**config.mk**
```make
export PLATFORM = sky130hd
export DESIGN_NAME = ysyx_22050243_lsu
export DESIGN_NICKNAME = d
export VERILOG_FILES = /design/src/rtl/ysyx_22050243_lsu_pkg.sv /design/src/rtl/ysyx_22050243_lsu_align.sv /design/src/rtl/ysyx_22050243_lsu.sv
export SDC_FILE = /design/constraint.sdc
export NUM_CORES = 1
export LEC_CHECK = 0
export ABC_AREA = 1
export BUFFER_PORTS_ARGS = -buffer_cell sky130_fd_sc_hd__buf_4
export CELL_PAD_IN_SITES_DETAIL_PLACEMENT = 0
export CELL_PAD_IN_SITES_GLOBAL_PLACEMENT = 2
export CORE_ASPECT_RATIO = 0.8
export CORE_MARGIN = 2
export CORE_UTILIZATION = 25
export DETAILED_ROUTE_END_ITERATION = 8
export PLACE_DENSITY = 0.84
export SYNTH_ARGS = -nofsm -noshare
export SYNTH_HDL_FRONTEND = slang
export SYNTH_SLANG_ARGS = --single-unit
```
**constraint.sdc**
```tcl
create_clock -name clk -period 6.8 [get_ports clk]
set_input_delay 0.34 -clock clk [delete_from_list [all_inputs] [get_ports clk]]
set_output_delay 0.34 -clock clk [all_outputs]
set_load 0.05 [all_outputs]
```
**src/rtl/ysyx_22050243_lsu_pkg.sv**
```systemverilog
// ysyx_22050243_lsu_pkg
// Definitions shared by the load/store unit, writeback and the testbench:
//   - funct3 access encodings LSU_B .. LSU_WU
//   - lsu_state_t, the FSM state encoding of the LSU
//   - lsu_access_err(), the legality/alignment check applied at acceptance
package ysyx_22050243_lsu_pkg;

    localparam int XLEN = 64;

    localparam logic [2:0] LSU_B  = 3'b000;
    localparam logic [2:0] LSU_H  = 3'b001;
    localparam logic [2:0] LSU_W  = 3'b010;
    localparam logic [2:0] LSU_D  = 3'b011;
    localparam logic [2:0] LSU_BU = 3'b100;
    localparam logic [2:0] LSU_HU = 3'b101;
    localparam logic [2:0] LSU_WU = 3'b110;

    typedef enum logic [2:0] {
        IDLE,
        REQ,
        WAIT,
        ERR,
        RESP
    } lsu_state_t;

    // An access is rejected when it is both a load and a store, uses the
    // reserved encoding, asks for a zero-extending store, or is not
    // naturally aligned to its size (funct3[1:0] is log2 of the size).
    function automatic logic lsu_access_err(
        input logic       mem_r,
        input logic       mem_w,
        input logic [2:0] funct3,
        input logic [2:0] off
    );
        logic illegal;
        logic misaligned;
        illegal = (funct3 == 3'b111) || (mem_w && funct3[2]);
        case (funct3[1:0])
            2'b00:   misaligned = 1'b0;
            2'b01:   misaligned = off[0];
            2'b10:   misaligned = |off[1:0];
            default: misaligned = |off;
        endcase
        return (mem_r && mem_w) || illegal || misaligned;
    endfunction

endpackage

```
**src/rtl/ysyx_22050243_lsu_align.sv**
```systemverilog
// ysyx_22050243_lsu_align
// Combinational byte-lane steering for the LSU.
//   off_i     byte offset of the access inside the doubleword
//   funct3_i  access size / extension selector
//   wdata_i   right-justified store data
//   rdata_i   aligned doubleword returned by the bus
//   wdata_o   store data moved into its byte lanes
//   wstrb_o   byte enables for a store of this size and offset
//   rdata_o   selected load bytes, sign- or zero-extended to 64 bits
module ysyx_22050243_lsu_align
    import ysyx_22050243_lsu_pkg::*;
(
    input  logic [2:0]  off_i,
    input  logic [2:0]  funct3_i,
    input  logic [63:0] wdata_i,
    input  logic [63:0] rdata_i,
    output logic [63:0] wdata_o,
    output logic [7:0]  wstrb_o,
    output logic [63:0] rdata_o
);

    logic [5:0]  sh_amt;
    logic [7:0]  strb_base;
    logic [63:0] rsh;

    function automatic logic [63:0] ext_b(input logic [7:0] v, input logic uns);
        logic signed [7:0]  s;
        logic signed [63:0] r;
        s = v;
        r = s;
        return uns ? {56'd0, v} : r;
    endfunction

    function automatic logic [63:0] ext_h(input logic [15:0] v, input logic uns);
        logic signed [15:0] s;
        logic signed [63:0] r;
        s = v;
        r = s;
        return uns ? {48'd0, v} : r;
    endfunction

    function automatic logic [63:0] ext_w(input logic [31:0] v, input logic uns);
        logic signed [31:0] s;
        logic signed [63:0] r;
        s = v;
        r = s;
        return uns ? {32'd0, v} : r;
    endfunction

    assign sh_amt = {off_i, 3'b000};

    always_comb begin
        case (funct3_i[1:0])
            2'b00:   strb_base = 8'h01;
            2'b01:   strb_base = 8'h03;
            2'b10:   strb_base = 8'h0F;
            default: strb_base = 8'hFF;
        endcase
    end

    assign wstrb_o = strb_base << off_i;
    assign wdata_o = wdata_i << sh_amt;
    assign rsh     = rdata_i >> sh_amt;

    always_comb begin
        case (funct3_i)
            LSU_B:   rdata_o = ext_b(rsh[7:0], 1'b0);
            LSU_BU:  rdata_o = ext_b(rsh[7:0], 1'b1);
            LSU_H:   rdata_o = ext_h(rsh[15:0], 1'b0);
            LSU_HU:  rdata_o = ext_h(rsh[15:0], 1'b1);
            LSU_W:   rdata_o = ext_w(rsh[31:0], 1'b0);
            LSU_WU:  rdata_o = ext_w(rsh[31:0], 1'b1);
            default: rdata_o = rsh;
        endcase
    end

endmodule

```
**src/rtl/ysyx_22050243_lsu.sv**
```systemverilog
// ysyx_22050243_lsu
// Multi-cycle load/store unit between execute and writeback. Accepts one
// request at a time, runs a single transaction on the 64-bit data bus and
// returns extended load data, a store completion, or an error.
//   clk, rst                     clock, synchronous active-high reset
//   in_valid/in_ready            request handshake from execute
//   mem_r, mem_w, funct3         load/store strobes and access selector
//   addr, wdata                  effective address, right-justified store data
//   out_valid/out_rdata/out_err  one-cycle completion to writeback
//   dbus_req/we/addr/wdata/wstrb bus request, held until dbus_gnt
//   dbus_gnt, dbus_rvalid, dbus_rdata  bus grant and read return
module ysyx_22050243_lsu
    import ysyx_22050243_lsu_pkg::*;
(
    input  logic        clk,
    input  logic        rst,
    input  logic        in_valid,
    output logic        in_ready,
    input  logic        mem_r,
    input  logic        mem_w,
    input  logic [2:0]  funct3,
    input  logic [63:0] addr,
    input  logic [63:0] wdata,
    output logic        out_valid,
    output logic [63:0] out_rdata,
    output logic        out_err,
    output logic        dbus_req,
    output logic        dbus_we,
    output logic [63:0] dbus_addr,
    output logic [63:0] dbus_wdata,
    output logic [7:0]  dbus_wstrb,
    input  logic        dbus_gnt,
    input  logic        dbus_rvalid,
    input  logic [63:0] dbus_rdata
);

    lsu_state_t  state_q, state_d;
    logic        we_q;
    logic [2:0]  funct3_q;
    logic [63:0] addr_q;
    logic [63:0] wdata_q;
    logic [63:0] rdata_q;

    logic        accept;
    logic        acc_err;
    logic [63:0] lane_wdata;
    logic [7:0]  lane_wstrb;
    logic [63:0] lane_rdata;

    // in_ready is masked by rst so nothing is accepted while reset is held,
    // even in the first cycle before the state register has been cleared.
    assign in_ready = (state_q == IDLE) && !rst;
    assign accept   = in_valid && in_ready && (mem_r || mem_w);
    assign acc_err  = lsu_access_err(mem_r, mem_w, funct3, addr[2:0]);

    ysyx_22050243_lsu_align u_align (
        .off_i    (addr_q[2:0]),
        .funct3_i (funct3_q),
        .wdata_i  (wdata_q),
        .rdata_i  (dbus_rdata),
        .wdata_o  (lane_wdata),
        .wstrb_o  (lane_wstrb),
        .rdata_o  (lane_rdata)
    );

    always_ff @(posedge clk) begin
        if (rst) begin
            state_q <= IDLE;
        end else begin
            state_q <= state_d;
        end
    end

    // Request fields are captured at acceptance so execute may move on;
    // load data is captured already extended when the bus returns it.
    always_ff @(posedge clk) begin
        if (accept) begin
            we_q     <= mem_w;
            funct3_q <= funct3;
            addr_q   <= addr;
            wdata_q  <= wdata;
        end
        if (state_q == WAIT && dbus_rvalid) begin
            rdata_q <= lane_rdata;
        end
    end

    always_comb begin
        state_d    = state_q;
        out_valid  = 1'b0;
        out_err    = 1'b0;
        out_rdata  = 64'd0;
        dbus_req   = 1'b0;
        dbus_we    = 1'b0;
        dbus_addr  = 64'd0;
        dbus_wdata = 64'd0;
        dbus_wstrb = 8'd0;
        case (state_q)
            IDLE: begin
                if (accept) begin
                    state_d = acc_err ? ERR : REQ;
                end
            end
            REQ: begin
                dbus_req   = 1'b1;
                dbus_we    = we_q;
                dbus_addr  = {addr_q[63:3], 3'b000};
                dbus_wdata = we_q ? lane_wdata : 64'd0;
                dbus_wstrb = we_q ? lane_wstrb : 8'd0;
                if (dbus_gnt) begin
                    state_d = we_q ? RESP : WAIT;
                end
            end
            WAIT: begin
                if (dbus_rvalid) begin
                    state_d = RESP;
                end
            end
            ERR: begin
                out_valid = 1'b1;
                out_err   = 1'b1;
                state_d   = IDLE;
            end
            RESP: begin
                out_valid = 1'b1;
                out_rdata = we_q ? 64'd0 : rdata_q;
                state_d   = IDLE;
            end
            default: begin
                state_d = IDLE;
            end
        endcase
    end

endmodule

```
==> impl_metrics.toml <==
[clock_tree]
h-tree-depth = 4
cts_inserted_buffers = 17
cts_tree = "done"
hold_buffers = 0
clock_path_buffers = 2
path_clk_slew_ps = 80
cts_resized = 0
worstSkewPairLatency_ps = 460
clock_sink_count = 199
cts_setup_buffers = 0
root_buffer = "clkbuf_16"

[logic_synthesis]
synth_cell_type_count = 40
synth_top_area_share_pct = 52.5
synth_ff_type = "edfxtp_1"
synth.avg_cell_area_um2 = 8.30
synth_common_cells = "nand2_1, edfxtp_1, nor2_1, inv_1, o21ai_0"
synth_warnings = 0
synth_edf_count = 196
yosysTopAreaCell = "edfxtp_1"
seq_area_frac_synth_pct = 53.1
syn_inst = 1350
synth.most_common_cell = "nand2_1"
synth_area_leaders = "edfxtp_1, nand2_1, nor2_1"
syn_area_mm2 = 0.0112
ys_async_sr_fraction_pct = 0
synth-seq-cells = 199

[sta]
max_clock_freq_mhz = 266
finalSetupViolCount = 0
period_minus_slack_ps = 3760
worst_pin_slew_ps = 1060
relSlewSlack_pct = 29.3
layout_setup_ws_ps = 3040
finalSetupTns_ps = 0
hold_viol_final = 0
fin_crit_sh_pct = 55.3
finClkSkew_ps = 10.1
rsz0062_at_grt = "false"
slew_violations = 0

[place]
dp_hpwl_mm = 32.4
port_buffers = 403
place_congestion = 0.844
pre_cts_ws_ps = 3350

[route]
wirelength_mm = 43.1
antenna_left = 0
routed_via_density = 4.61
drtIter0Drc = 745
dr.pass1.iters = 5
wl_per_cell_um = 18.7
drc = 0
vias = 10600

[run_status]
status = "finished, final reports clean"

[global_route]
grt_usage_pct = 18.4
grt_pass1_wl_mm = 64.2
first_global_vias = 10700
antenna_found_initial = 7
busiest_layer = "met2"
grt-ovfl-total = 0
use_met1_pct = 23.3
grt_max_degree = 89
gr-usage-met2_pct = 28.9
grt_use_met3_pct = 6.41

[critical_path]
path_common_cell = "buf_4"
crit_buf_inv = 4
crit_arrival_ps = 3420
cp-start-kind = "register"
slowest_stage = "nand3_4"
cp_data_required_time_ps = 6460
cpPeakStageDelay_ps = 540
cp_top_family = "simple AND/OR/NAND/NOR gates"
cp_max_fo = 64
path_class = "reg -> out"
cp_cell_sequence = "inv_1 > nand3_4 > nor2_4 > nand2_2 > buf_4 > inv_2 > o211ai_1 > o21ai_1 > buf_4"
endpoint_kind = "output pin"

[cells_and_area]
syn_to_final_growth_pct = 35.0
final_nets = 1888
num-fill-cells = 4726
final_layout_size_suffix_gt1_share_pct = 28.0

[power]
vdd_drop_max_mv = 0.195
leakage_nw = 6.78
pwr_density_cell_mw_per_mm2 = 204

[die]
rows = 69
io-pin-count = 407
start_util_pct = 25.3
fp.coreArea_mm2 = 0.0443
die_w_um = 241
die_area_mm2 = 0.0465
die_h_um = 193

[hold_path]
hp-class = "in -> reg"

[job]
cap_viol_max_count = 0
==> registers in the layout, summed over array words and instances (netlist names) <==
name      count
we_q          1
rdata_q      64
wdata_q      64
funct3_q      3
addr_q       64
state_q       3
==> layout by cell type (no fill, tap or decap), types with 3 or more instances in the layout <==
cell type,netlist,layout
nor3_1,3,3
inv_6,0,6
nor2_2,2,3
inv_2,5,7
nand3_1,67,66
dfxtp_1,3,3
nand4_1,33,33
inv_1,115,112
conb_1,1,3
buf_4,14,418
a21oi_1,35,35
o21ai_1,33,33
a22oi_1,16,16
or2_2,4,4
clkbuf_16,0,17
o21ai_0,109,109
nand2_1,362,361
o211ai_1,19,19
o22ai_1,15,15
or2_1,12,12
mux2i_1,8,8
nor2_1,190,189
edfxtp_1,196,196
a31oi_1,3,3
==> stage by stage <==
step | total power [mW] | std cells | instance area, um^2 | util, % | hold slack, ps
global placement | 2.09 | 2270 | 14600 | 32.9 | 518
CTS | 3.11 | 2301 | 15100 | 34.1 | 9.30
global route | 3.22 | 2303 | 15100 | 34.1 | 7.74
finish | 3.08 | 2303 | 15100 | 34.1 | 44.7
floorplan | 1.86 | 1352 | 11200 | - | 409
detailed placement | 2.09 | 2270 | 14600 | 32.9 | 519
==> routing by layer <==
metal | vias to the layer above | part of all wire, %
li1 | 5180 | -
met1 | 4960 | 44
met2 | 402 | 46
met3 | 61 | 8.1
met4 | 10 | 2.4
met5 | - | 0.16
==> cells by family (layout without fill, tap and decap cells) <==
| logic type | after synthesis | after routing | synth area share (%) |
|---|---|---|---|
| AOI/OAI and AO/OA | 238 | 238 | 11.9 |
| other | 1 | 5 | 0.0335 |
| and+or+nand+nor | 680 | 680 | 25.0 |
| buffers and inverters | 224 | 570 | 9.24 |
| muxes | 8 | 8 | 0.715 |
| DFF | 199 | 199 | 53.1 |
==> final timing paths <==
| path | from | endpoint | slack [ps] | cells after the start |
|---|---|---|---|---|
| max | state_q[1] | dbus_wdata[53] | 3040 | 9 |
| max reg2reg | addr_q[0] | rdata_q[52] | 3290 | 8 |
| min reg2reg | state_q[1] | state_q[1] | 590 | 2 |
| min | wdata[19] | wdata_q[19] | 40 | 1 |
==> worst reg2reg max path, cell delays in order (launching register included) <==
cell	delay, ps
edfxtp_1	780
inv_2	150
buf_4	650
nand2_1	130
o21ai_1	140
nand2_1	90
nand3_1	150
nand3_2	780
nand4_1	450
==> layout make-up <==
cell class	instances	area (um^2)	area share (%)
Timing Repair Buffer	418	3140	20.8
Sequential cell	199	5950	39.3
Clock inverter	14	140	0.927
Clock buffer	17	425	2.81
Inverter	121	457	3.02
Tap cell	603	754	4.99
Antenna cell	2	5.00	0.0331
Multi-Input combinational cell	929	4260	28.1
==> power by group <==
part | switching, mW | total (mW) | leakage (nW) | internal [mW]
clock | 0.503 | 1.02 | 0.277 | 0.513
sequential | 0.0322 | 1.47 | 1.83 | 1.44
combinational | 0.394 | 0.592 | 4.67 | 0.198
Note: power is estimated with default switching activity, not from simulation.
